## config.mk

```make
export PLATFORM = sky130hd
export DESIGN_NAME = interpreter
export DESIGN_NICKNAME = d
export VERILOG_FILES = /design/src/rtl/interpreter.sv
export SDC_FILE = /design/constraint.sdc
export NUM_CORES = 1
export LEC_CHECK = 0
export CORE_ASPECT_RATIO = 0.9
export CORE_MARGIN = 4
export CORE_UTILIZATION = 38
export CTS_BUF_LIST = sky130_fd_sc_hd__clkbuf_16
export CTS_CLUSTER_DIAMETER = 80
export DETAILED_ROUTE_END_ITERATION = 6
export GPL_TIMING_DRIVEN = 0
export HOLD_SLACK_MARGIN = 0.12
export PLACE_DENSITY_LB_ADDON = 0.12
export SYNTH_ARGS = -nofsm -noshare
export SYNTH_HDL_FRONTEND = slang
export SYNTH_SLANG_ARGS = --single-unit
```

## constraint.sdc

```tcl
create_clock -name clk -period 0.89 [get_ports clk]
set_clock_uncertainty 0.05 [all_clocks]
set_input_delay 0.178 -clock clk [delete_from_list [all_inputs] [get_ports clk]]
set_output_delay 0.178 -clock clk [all_outputs]
set_load 0.05 [all_outputs]
```

## src/rtl/interpreter.sv

```systemverilog
// -----------------------------------------------------------------------------
// interpreter -- instruction decode stage
//
// Splits a 16-bit instruction word into its fields, evaluates the condition
// code against the status flags sampled with the instruction, and builds a
// one-hot opcode vector. Every output is registered, so each result appears
// one cycle after the instruction is accepted.
//
// Instruction layout:
//   [15:14] cond  [13:10] op_code  [9:7] dest_reg  [6:4] src_reg_1
//   [3:1] src_reg_2  [0] shift
//
// Ports:
//   clk         rising-edge clock
//   rst         synchronous, active-high reset
//   inst        instruction word
//   inst_valid  inst holds a new instruction this cycle
//   flag_z      zero status flag
//   flag_n      negative status flag
//   cond, op_code, dest_reg, src_reg_1, src_reg_2, shift
//               registered instruction fields
//   op_onehot   1 << op_code
//   cond_pass   condition satisfied by the sampled flags
//   out_valid   outputs hold a newly decoded instruction this cycle
//   illegal     reserved opcode (15) decoded
//
// Build option:
//   INTERPRETER_ILLEGAL_CHECK_EN  when defined, opcode 15 raises illegal and
//                                 forces cond_pass low. When undefined,
//                                 illegal is tied low and opcode 15 decodes
//                                 like any other opcode.
// -----------------------------------------------------------------------------
module interpreter (
   input  logic        clk,
   input  logic        rst,
   input  logic [15:0] inst,
   input  logic        inst_valid,
   input  logic        flag_z,
   input  logic        flag_n,
   output logic [1:0]  cond,
   output logic [3:0]  op_code,
   output logic [2:0]  dest_reg,
   output logic [2:0]  src_reg_1,
   output logic [2:0]  src_reg_2,
   output logic        shift,
   output logic [15:0] op_onehot,
   output logic        cond_pass,
   output logic        out_valid,
   output logic        illegal
);

   logic       cond_ok;
   logic       illegal_d;
   logic [1:0] inst_cond;
   logic [3:0] inst_op;

   assign inst_cond = inst[15:14];
   assign inst_op   = inst[13:10];

   always_comb begin
      cond_ok = 1'b0;
      case (inst_cond)
         2'd0:    cond_ok = 1'b1;
         2'd1:    cond_ok = flag_z;
         2'd2:    cond_ok = ~flag_z;
         default: cond_ok = flag_n;
      endcase
   end

`ifdef INTERPRETER_ILLEGAL_CHECK_EN
   assign illegal_d = &inst_op;

   always_ff @(posedge clk) begin
      if (rst) begin
         illegal <= 1'b0;
      end else if (inst_valid) begin
         illegal <= illegal_d;
      end
   end
`else
   assign illegal_d = 1'b0;
   assign illegal   = 1'b0;
`endif

   always_ff @(posedge clk) begin
      if (rst) begin
         cond      <= 2'd0;
         op_code   <= 4'd0;
         dest_reg  <= 3'd0;
         src_reg_1 <= 3'd0;
         src_reg_2 <= 3'd0;
         shift     <= 1'b0;
         // Consistent with op_code = 0.
         op_onehot <= 16'h0001;
         cond_pass <= 1'b0;
         out_valid <= 1'b0;
      end else begin
         out_valid <= inst_valid;
         if (inst_valid) begin
            cond      <= inst_cond;
            op_code   <= inst_op;
            dest_reg  <= inst[9:7];
            src_reg_1 <= inst[6:4];
            src_reg_2 <= inst[3:1];
            shift     <= inst[0];
            op_onehot <= 16'h0001 << inst_op;
            // A reserved opcode never executes, whatever the flags say.
            cond_pass <= cond_ok & ~illegal_d;
         end
      end
   end

endmodule

```

# Yosys cells after proc, flatten, opt, wreduce, memory -nomap -nowiden
# Index checks and enable logic that the tools add are counted.
[word_totals] register_bits=34 inputBits=21 output_inout_bits=35 word_cells=15
[classes] n_eq_ne=2 shift=1 muxes=1 bitwise=1 n_reduce_logical=1
[ops] cell="1-bit by 4-bit << shifter with 16-bit output (first input constant)" count=1
[ops] cell="1-bit case mux with 3 select lines" count=1
[ops] cell="2-bit by 1-bit equality test with 1-bit output (second input constant)" count=1
[ops] cell="2-bit equality test (second input constant)" count=1
[ops] cell="2-bit logical NOT" count=1
[ops] cell="1-bit NOT" count=1

# Depth between registers and ports, before layout
[depth] word_depth=2 ltp_mapped=5 depth_no_buf=3

# Least setup slack after synthesis
# Ideal clock, no wire load.
[synth_path] path_kind="reg2reg" start="register, netlist name op_onehot[0]" end="register op_onehot[0]" setup_time_ns=0.122 arrival_ns=0.946 t_required_ns=0.718 path_slack_ns=-0.228 path_stages_with_launch=3 n_path_buf=0 period_less_slack_ns=1.118 path_cell_list="dfxtp_1 nor2b_1 a311o_1"
[synth_lines] element="end signal, assigned" line_no="106" text="op_onehot <= 16'h0001 << inst_op;"
[synth_lines] element="end, declared" line_no="46" text="output logic [15:0] op_onehot,"

# Worst setup path in the final report
[layout_path] start="register op_onehot[1]" end="output op_onehot[1]"
# No word-level cell between the ends.

==> results.tsv <==
stage	metric	value	unit
routing	1st-pass router iterations	4	
worst_setup_path	crit path DAT	0.77	ns
yosys	Post-Syn Area	0.00134	mm^2
placed_design	port buffer count	52	
power	register share of total power	0.358	
clock_tree	CTS Buffer Depth	2	
timing	highest clock rate	1.00	GHz
floorplan	Die Ht	64.4	um
timing	Pins Over Slew Limit	0	
floorplan	Die X	70.6	um
final_layout	most common cell after layout, fill and taps aside	dfxtp_2	
clock_tree	Reg clk slew, reported paths	0.05	ns
routing	Routed Antenna Nets	0	
power	peak supply drop	0.00133	V
clock_tree	clock latency on the worst-skew pair	0.28	ns
timing	unrepaired setup endpoints after global routing	yes	
global_route	first-pass GRT wire length	5820	um
final_layout	Reg with most FFs	op_onehot	
power	P_sw	0.00107	W
global_route	largest net degree at the start of global routing	12	
min_path	worst hold path type	in2reg	
floorplan	Die Footprint	0.00455	mm^2
yosys	syn_nets	157	
placed_design	pre-CTS WS	-0.559	ns
routing	drt via density	4.82	
yosys	post-synthesis register bit count	34	
yosys	Cells after Synth	136	
floorplan	boundary pin count	56	
global_route	GR Overflow Total	0	
routing	DRC marker count from the first detailed-route iteration	15	
worst_setup_path	CP required	0.66	ns
power	P_leak	1.01	nW
timing	worst setup margin	-0.108	ns
worst_setup_path	kind of end point of the critical path	primary output	
final_layout	Antenna diodes	0	
power	Clk pwr share	0.477	
power	Tot Pwr	0.00461	W
timing	Finish-stage setup viols	34	
global_route	vias in the first global route	1210	
timing	Tcrit/Tclk final	1.12	
floorplan	Site Rows	20	
outcome	failing checks	negative setup slack	
worst_setup_path	Slowest-stage cell, CP	dfxtp_2	
yosys	Synth top area share	0.507	
final_layout	Final Core Density	0.704	
final_layout	layout cells sized above 1	0.510	
worst_setup_path	crit path cell chain	buf_8	
global_route	global routing's busiest layer	met2	
floorplan	Starting Density	0.397	
final_layout	max reg flops	16	
final_layout	Multi-input gate area	607	um^2
worst_setup_path	crit start category	flip-flop	
yosys	register area share after synthesis	0.507	
clock_tree	CTS Sinks	34	
worst_setup_path	WS Path Type	reg2out	
timing	setup TNS	-3.36	ns
clock_tree	Root Buffer	clkbuf_16	
final_layout	FILL cells	275	
placed_design	global placement routability congestion	0.819	
yosys	largest cells by area after synthesis	dfxtp_1 (51%), mux2i_1 (13%), nand2b_1 (6.5%)	
yosys	yosys warns	0	
global_route	initial antenna violation count	0	
final_layout	largest registers	op_onehot x16, op_code x4	
timing	min cycle time layout	0.998	ns
worst_setup_path	delay-heaviest family, CP	flip-flops	
job	Max Cap Viol	0	
clock_tree	TritonCTS Buffers	5	
placed_design	Final HPWL DP	2410	um
routing	post-detailed-route DRC marker count	0	
final_layout	storage element area	723	um^2
final_layout	commonest non-fill, non-tap cells in the layout	dfxtp_2 (34), buf_8 (33), mux2i_1 (18)	
global_route	grt met3 use	0.0723	
final_layout	Area Overhead vs Synth	77.4	%
power	pwr dens	1940	mW/mm^2
final_layout	nets	222	
global_route	met1 Track Usage GR	0.181	
power	P_int	0.00354	W
floorplan	Core ar.	0.00338	mm^2
global_route	GRT Total Usage	0.168	
yosys	Mean Syn Cell Area	9.86	um^2
worst_setup_path	worst-path fanout max	2	
worst_setup_path	CP Buf/Inv Count	1	
power	share of total power in combinational logic	0.165	
global_route	GR Util met2	0.294	
clock_tree	H-tree levels	2	
routing	Total Routed Length	3520	um
clock_tree	CTS tree	yes	
yosys	cell taking the most area after synthesis	dfxtp_1	
yosys	post-synth cell types	18	
routing	routed length per instance	14.3	um
worst_setup_path	Crit path largest cell delay	0.35	ns
timing	Final Hold Viols	0	
routing	Via Count	1186	
outcome	status	complete, but fails checks	
power	switching share of power	0.233	
## power groups by stage
stage,clock network (W),registers (W),logic (W)
after floorplan,0,0.00188,0.000206
after global placement,0,0.00165,0.000671
after detailed placement,0,0.00166,0.000681
after CTS,0.00224,0.00165,0.000747
after global routing,0.00230,0.00166,0.000805
final,0.00220,0.00165,0.000762
## area by class of cell
cell class                 instances  share of cell area
buffer                            11              0.0336
timing repair buffer              58               0.305
tap                               44              0.0231
clock buffer                       5              0.0526
multi-input combinational         91               0.255
sequential                        34               0.304
clock inverter                     3              0.0268
## kinds of logic after synthesis
family,count (synthesis),share of synthesized area
AND/OR/NAND/NOR,55,0.222
AO/OA/AOI/OAI,17,0.0737
buffers and inverters,11,0.0597
flip-flops,34,0.507
multiplexers,18,0.134
other,1,0.00280
## what timing repair did
item                                    in CTS  in global routing
resized for setup                          283                 11
pin swaps                                    2                  2
endpoints found under the setup margin      51                 47
buffers inserted                             3                  3
hold endpoints to repair                     3                  0
hold buffers                                 1                  0
## worst paths after layout
check             cells past startpoint          from  slack, ns           end
setup reg to reg                      4     cond_pass       0.02     cond_pass
hold / removal                        2           rst       0.11  op_onehot[0]
hold reg to reg                       2  op_onehot[9]       0.43  op_onehot[9]
setup / recovery                      1  op_onehot[1]      -0.11  op_onehot[1]
## routing by layer
| metal | vias to the layer above | part of all wire |
|---|---|---|
| met1 | 554 | 0.41 |
| met4 | 0 | 0.015 |
| met3 | 7 | 0.067 |
| li1 | 590 | - |
| met5 | - | 0 |
| met2 | 35 | 0.51 |
## synth_stat cells
cell type  count
nand3_1        8
nor2_1        20
clkbuf_1       3
mux2i_1       18
a211oi_2       1
nand4_1        6
buf_6          3
and4_2         1
a21oi_1       14
a311o_1        1
and2b_2        4
nor2b_1        2
conb_1         1
buf_2          1
a31oi_1        1
buf_4          4
nand2b_1      14
dfxtp_1       34
## metrics by stage
step / instance area, um^2 / std cells / hold WS [ns]
after floorplan: 1380 / 136 / 0.275
after global placement: 1960 / 232 / 0.373
after detailed placement: 1960 / 232 / 0.378
after CTS: 2340 / 244 / 0.114
after global routing: 2380 / 246 / 0.134
final: 2380 / 246 / 0.114
Note: power is estimated with default switching activity, not from simulation.
